`src/rtl/vram_write_arbiter.sv`:
```
`default_nettype none
// ============================================================================
// Module   : vram_write_arbiter
// Purpose  : Shares the single-port pixel memory between VGA scan-out and a
//            FIFO-buffered game-logic writer that drains only during blanking.
// Revision : 1.0 - initial release
// ============================================================================
module vram_write_arbiter #(
    parameter int ADDR_W     = 17,
    parameter int DATA_W     = 12,
    parameter int FIFO_DEPTH = 8,
    parameter int GUARD      = 2
) (
    input  logic                        clk,
    input  logic                        rst,
    input  logic [9:0]                  h_cnt,
    input  logic [9:0]                  v_cnt,
    input  logic [ADDR_W-1:0]           rd_addr,
    input  logic                        wr_valid,
    input  logic [ADDR_W-1:0]           wr_addr,
    input  logic [DATA_W-1:0]           wr_data,
    output logic                        wr_ready,
    output logic                        mem_we,
    output logic [ADDR_W-1:0]           mem_addr,
    output logic [DATA_W-1:0]           mem_din,
    output logic [$clog2(FIFO_DEPTH):0] fifo_level,
    output logic [15:0]                 wr_count
);

    localparam int c_ptr_w = $clog2(FIFO_DEPTH);
    localparam int c_lvl_w = c_ptr_w + 1;

    localparam logic [c_lvl_w-1:0] c_full    = c_lvl_w'(FIFO_DEPTH);
    localparam logic [c_lvl_w-1:0] c_lvl_one = c_lvl_w'(1);
    localparam logic [c_ptr_w-1:0] c_ptr_one = c_ptr_w'(1);
    localparam logic [9:0]         c_h_blank = 10'd640;
    localparam logic [9:0]         c_h_guard = 10'(800 - GUARD);
    localparam logic [9:0]         c_v_blank = 10'd480;
    localparam logic [9:0]         c_v_last  = 10'd524;

    typedef enum logic [0:0] {
        READ  = 1'b0,
        WRITE = 1'b1
    } state_t;

    state_t                r_state;
    state_t                w_state_nxt;

    logic [ADDR_W-1:0]     r_fifo_addr [FIFO_DEPTH];
    logic [DATA_W-1:0]     r_fifo_data [FIFO_DEPTH];
    logic [c_ptr_w-1:0]    r_wr_ptr;
    logic [c_ptr_w-1:0]    r_rd_ptr;
    logic [c_lvl_w-1:0]    r_level;
    logic [15:0]           r_count;

    logic                  w_write_ok;
    logic                  w_push;
    logic                  w_pop;
    logic                  w_not_empty;

    // The last line of the frame loses its tail so the port is free again
    // well before line 0 starts fetching pixels.
    assign w_write_ok = ((h_cnt >= c_h_blank && h_cnt < c_h_guard) || v_cnt >= c_v_blank)
                        && !(v_cnt == c_v_last && h_cnt >= c_h_guard);

    assign w_not_empty = (r_level != '0);
    assign wr_ready    = (r_level < c_full);
    assign w_push      = wr_valid && wr_ready;
    // Gating on write_ok keeps a stale WRITE state from ever touching active video.
    assign w_pop       = (r_state == WRITE) && w_write_ok && w_not_empty;

    assign fifo_level  = r_level;
    assign wr_count    = r_count;

    always_ff @(posedge clk or posedge rst) begin
        if (rst) begin
            r_state <= READ;
        end else begin
            r_state <= w_state_nxt;
        end
    end

    always_comb begin
        w_state_nxt = r_state;
        mem_we      = w_pop;
        mem_addr    = rd_addr;
        mem_din     = '0;

        if (w_pop) begin
            mem_addr = r_fifo_addr[r_rd_ptr];
            mem_din  = r_fifo_data[r_rd_ptr];
        end

        case (r_state)
            READ: begin
                if (w_write_ok && w_not_empty) begin
                    w_state_nxt = WRITE;
                end
            end
            WRITE: begin
                if (!w_write_ok || (w_pop && !w_push && r_level == c_lvl_one)) begin
                    w_state_nxt = READ;
                end
            end
            default: w_state_nxt = READ;
        endcase
    end

    always_ff @(posedge clk or posedge rst) begin
        if (rst) begin
            r_wr_ptr <= '0;
            r_rd_ptr <= '0;
            r_level  <= '0;
            r_count  <= '0;
        end else begin
            if (w_push) begin
                r_wr_ptr <= r_wr_ptr + c_ptr_one;
            end
            if (w_pop) begin
                r_rd_ptr <= r_rd_ptr + c_ptr_one;
                r_count  <= r_count + 16'd1;
            end
            case ({w_push, w_pop})
                2'b10:   r_level <= r_level + c_lvl_one;
                2'b01:   r_level <= r_level - c_lvl_one;
                default: r_level <= r_level;
            endcase
        end
    end

    // Storage needs no reset: the level register alone decides what is valid.
    always_ff @(posedge clk) begin
        if (w_push) begin
            r_fifo_addr[r_wr_ptr] <= wr_addr;
            r_fifo_data[r_wr_ptr] <= wr_data;
        end
    end

endmodule
`default_nettype wire
```
`config.mk`:
```
export PLATFORM = sky130hd
export DESIGN_NAME = vram_write_arbiter
export DESIGN_NICKNAME = d
export VERILOG_FILES = /design/src/rtl/vram_write_arbiter.sv
export SDC_FILE = /design/constraint.sdc
export NUM_CORES = 1
export LEC_CHECK = 0
export ABC_AREA = 0
export CELL_PAD_IN_SITES_DETAIL_PLACEMENT = 2
export CELL_PAD_IN_SITES_GLOBAL_PLACEMENT = 2
export CORE_MARGIN = 2
export CORE_UTILIZATION = 49
export CTS_BUF_LIST = sky130_fd_sc_hd__clkbuf_4 sky130_fd_sc_hd__clkbuf_8 sky130_fd_sc_hd__clkbuf_16
export CTS_CLUSTER_DIAMETER = 200
export DETAILED_ROUTE_END_ITERATION = 8
export DONT_BUFFER_PORTS = 1
export GPL_TIMING_DRIVEN = 0
export HOLD_SLACK_MARGIN = 0.06
export PLACE_DENSITY_LB_ADDON = 0.1
export SYNTH_ARGS = -nofsm -noshare
export SYNTH_HDL_FRONTEND = slang
export SYNTH_SLANG_ARGS = --single-unit
```
`constraint.sdc`:
```
create_clock -name clk -period 8.8 [get_ports clk]
set_input_delay 1.32 -clock clk [delete_from_list [all_inputs] [get_ports clk]]
set_output_delay 1.32 -clock clk [all_outputs]
set_load 0.005 [all_outputs]
```
==> flow_summary.json <==
{
  "outcome": "finished clean",
  "period_share_pct": 50.2,
  "synthCells": 510,
  "hp-class": "reg2reg",
  "synth_top_area_cell": "edfxtp_1",
  "grt_pass1_vias": 5862,
  "ctsResizeCount": 0,
  "grt_max_degree": 28,
  "met1_length_um": 10800,
  "areaGrowthSynthToFinish_pct": 14.1,
  "synthDistinctLibCells": 40,
  "ios": 120,
  "cts_setup_buffers": 0,
  "slew_violations": 0,
  "rr_worst_depth": 11,
  "yosys_warnings": 0,
  "critPathMaxFanout": 10,
  "whs_endpoint": "wr_count[15]",
  "rrSetupSlack_ns": 5.78,
  "vias": 5206,
  "port_buffers": 0,
  "finalSetupViolCount": 0,
  "antenna_found_initial": 0,
  "grt_pass1_wl_um": 39600,
  "final_cell_mix": "edfxtp_1 (232), mux4_2 (58), clkbuf_16 (27), dfrtp_1 (27), mux2_2 (22)",
  "mostFrequentLayoutCell": "edfxtp_1",
  "crit_arrival_ns": 3.10,
  "synth_top_area_share_pct": 67.0,
  "initial_utilization_pct": 49.6,
  "postSynthAreaPerCell_um2": 20.4,
  "tightestPinTransition_ns": 1.08,
  "met2_length_um": 14000,
  "end_kind": "output port",
  "p_per_area_nw_per_um2": 308,
  "clk_path_buf_depth": 3,
  "holdPathStages": 1,
  "startpoint_type": "register",
  "antenna_cells": 0,
  "place_congestion": 0.717,
  "clk_latency_ns": 0.53,
  "min_from": "wr_count[15]",
  "rr_startpoint": "fifo_level[0]",
  "cap_violations": 0,
  "skew_ns": 0.00735,
  "netlist_area_um2": 10400,
  "vias_per_cell": 6.12,
  "grt_overflow": 0,
  "ant_nets": 0,
  "tritoncts": "yes",
  "initialDrtViolationCount": 396,
  "numCtsBuffers": 27,
  "routed_wl_um": 26900,
  "dieArea_um2": 22400,
  "track_usage_pct": 25.0,
  "synth-seq-cells": 259,
  "fmax_ghz": 0.226,
  "rows": 53,
  "seq_area_frac_synth_pct": 73.5,
  "dieWidth_um": 150,
  "synth_area_leaders": "edfxtp_1 (67%), mux4_2 (13%), dfrtp_1 (6.5%)",
  "cts_max_level": 1,
  "post_route_cells_drive_above_1_share_pct": 28.6,
  "holdWs_ns": 0.496,
  "critPathKind": "reg2out",
  "cts_sinks": 259,
  "final_hold_viol_count": 0,
  "peakVddDrop_uv": 143,
  "drc": 0,
  "root_buffer": "clkbuf_16",
  "rsz0062_at_grt": "false",
  "synth_nets": 586,
  "cts_hold_buffers": 0,
  "dr.pass1.iters": 7,
  "r2r-end": "fifo_level[3]",
  "leakage_nw": 3.93,
  "slew-limit-headroom_pct": 27.9,
  "fin_crit_ns": 4.42,
  "worstPathRequired_ns": 7.48,
  "hpwl_um": 17600,
  "wl_met3_um": 1560,
  "finalSetupTns_ns": 0,
  "drt-wirelength-per-cell_um": 31.6,
  "fin_nets": 635,
  "die_h_um": 150,
  "design.core.area_um2": 21000,
  "clkSlewWorstSetupHoldPaths_ns": 0.06,
  "top_layer": "met4"
}
[Yosys cell counts (all sizes together)]
| library cell | count |
|---|---|
| clkbuf | 7 |
| inv | 8 |
| nor3b | 2 |
| a21oi | 2 |
| xor2 | 1 |
| mux4 | 58 |
| nand3 | 10 |
| o21ai | 2 |
| mux2 | 36 |
| nor2 | 19 |
| and2 | 1 |
| a41oi | 1 |
| dfrtp | 27 |
| nand4b | 2 |
| xnor2 | 21 |
| or4 | 1 |
| ha | 7 |
| mux2i | 13 |
| edfxtp | 232 |
| and4 | 2 |
| buf | 16 |
| nor3 | 6 |
| nand2b | 1 |
| and3 | 4 |
| nand4 | 9 |
| a21boi | 2 |
| nor2b | 1 |
| o21a | 1 |
| nand4bb | 1 |
| o31ai | 1 |
| a2111oi | 1 |
| nand2 | 15 |
[per-stage QoR]
stage	total power, mW	worst slack, ns	area (um2)	util [%]	instances
CTS	3.71	4.33	11900	56.6	851
detailed placement	2.59	4.40	11000	52.6	805
floorplan	2.26	4.40	10400	-	510
finish	3.66	4.38	11900	56.6	851
global route	3.80	4.26	11900	56.6	851
global placement	2.49	1.93	10700	51.3	785
[metal layers]
metal | vias to the layer above | track usage, %
met3 | 38 | 4.09
li1 | 2170 | -
met4 | 0 | 5.90
met1 | 2792 | 33.2
met2 | 206 | 43.5
met5 | - | 0
[report_power, final]
group	internal, mW	total, mW	switching, mW	leakage, nW
Combinational	0.471	1.01	0.540	1.07
Sequential	1.47	1.55	0.0807	2.44
Clock	0.639	1.09	0.456	0.414
[cell families after synthesis]
kind of cell,count (synthesis),share of synthesized area (%)
buf+inv,31,1.47
xor+xnor,22,1.85
compound gates,10,0.866
fa+ha+maj,7,0.842
simple gates,74,3.78
mux,107,17.7
flops,259,73.5
[critical path, cell delays in order (launching register included)]
cell and delay, ns:
dfrtp_1 0.36, clkbuf_1 0.23, buf_1 0.56, clkbuf_1 0.69, mux4_2 0.45, mux2i_1 0.20
nor2_1 0.08
[worst max path at each step]
stage	from	end	slack, ns	cells after the start
CTS	r_rd_ptr[1]	mem_din[3]	4.33	6
detailed placement	v_cnt[7]	mem_addr[14]	4.40	6
finish	r_rd_ptr[1]	mem_din[3]	4.38	6
global placement	wr_valid	r_fifo_addr[2][6]	1.93	3
global route	r_rd_ptr[1]	mem_din[3]	4.26	6
floorplan	wr_valid	r_fifo_addr[2][0]	4.40	3
[sequential cells by signal (all words and copies together), names as in the netlist]
signal / count
wr_count: 16
r_fifo_data: 96
fifo_level: 4
r_rd_ptr: 3
r_state: 1
r_wr_ptr: 3
r_fifo_addr: 136
[area by class of cell]
type | count | area [um2]
clock buffer | 34 | 728
fill | 1738 | 9090
timing repair buffer | 20 | 243
sequential | 259 | 7640
multi-input combinational | 220 | 2650
clock inverter | 12 | 105
inverter | 8 | 30.0
buffer | 23 | 123
tap | 275 | 344
No activity file was read; power rests on OpenSTA's default activity.
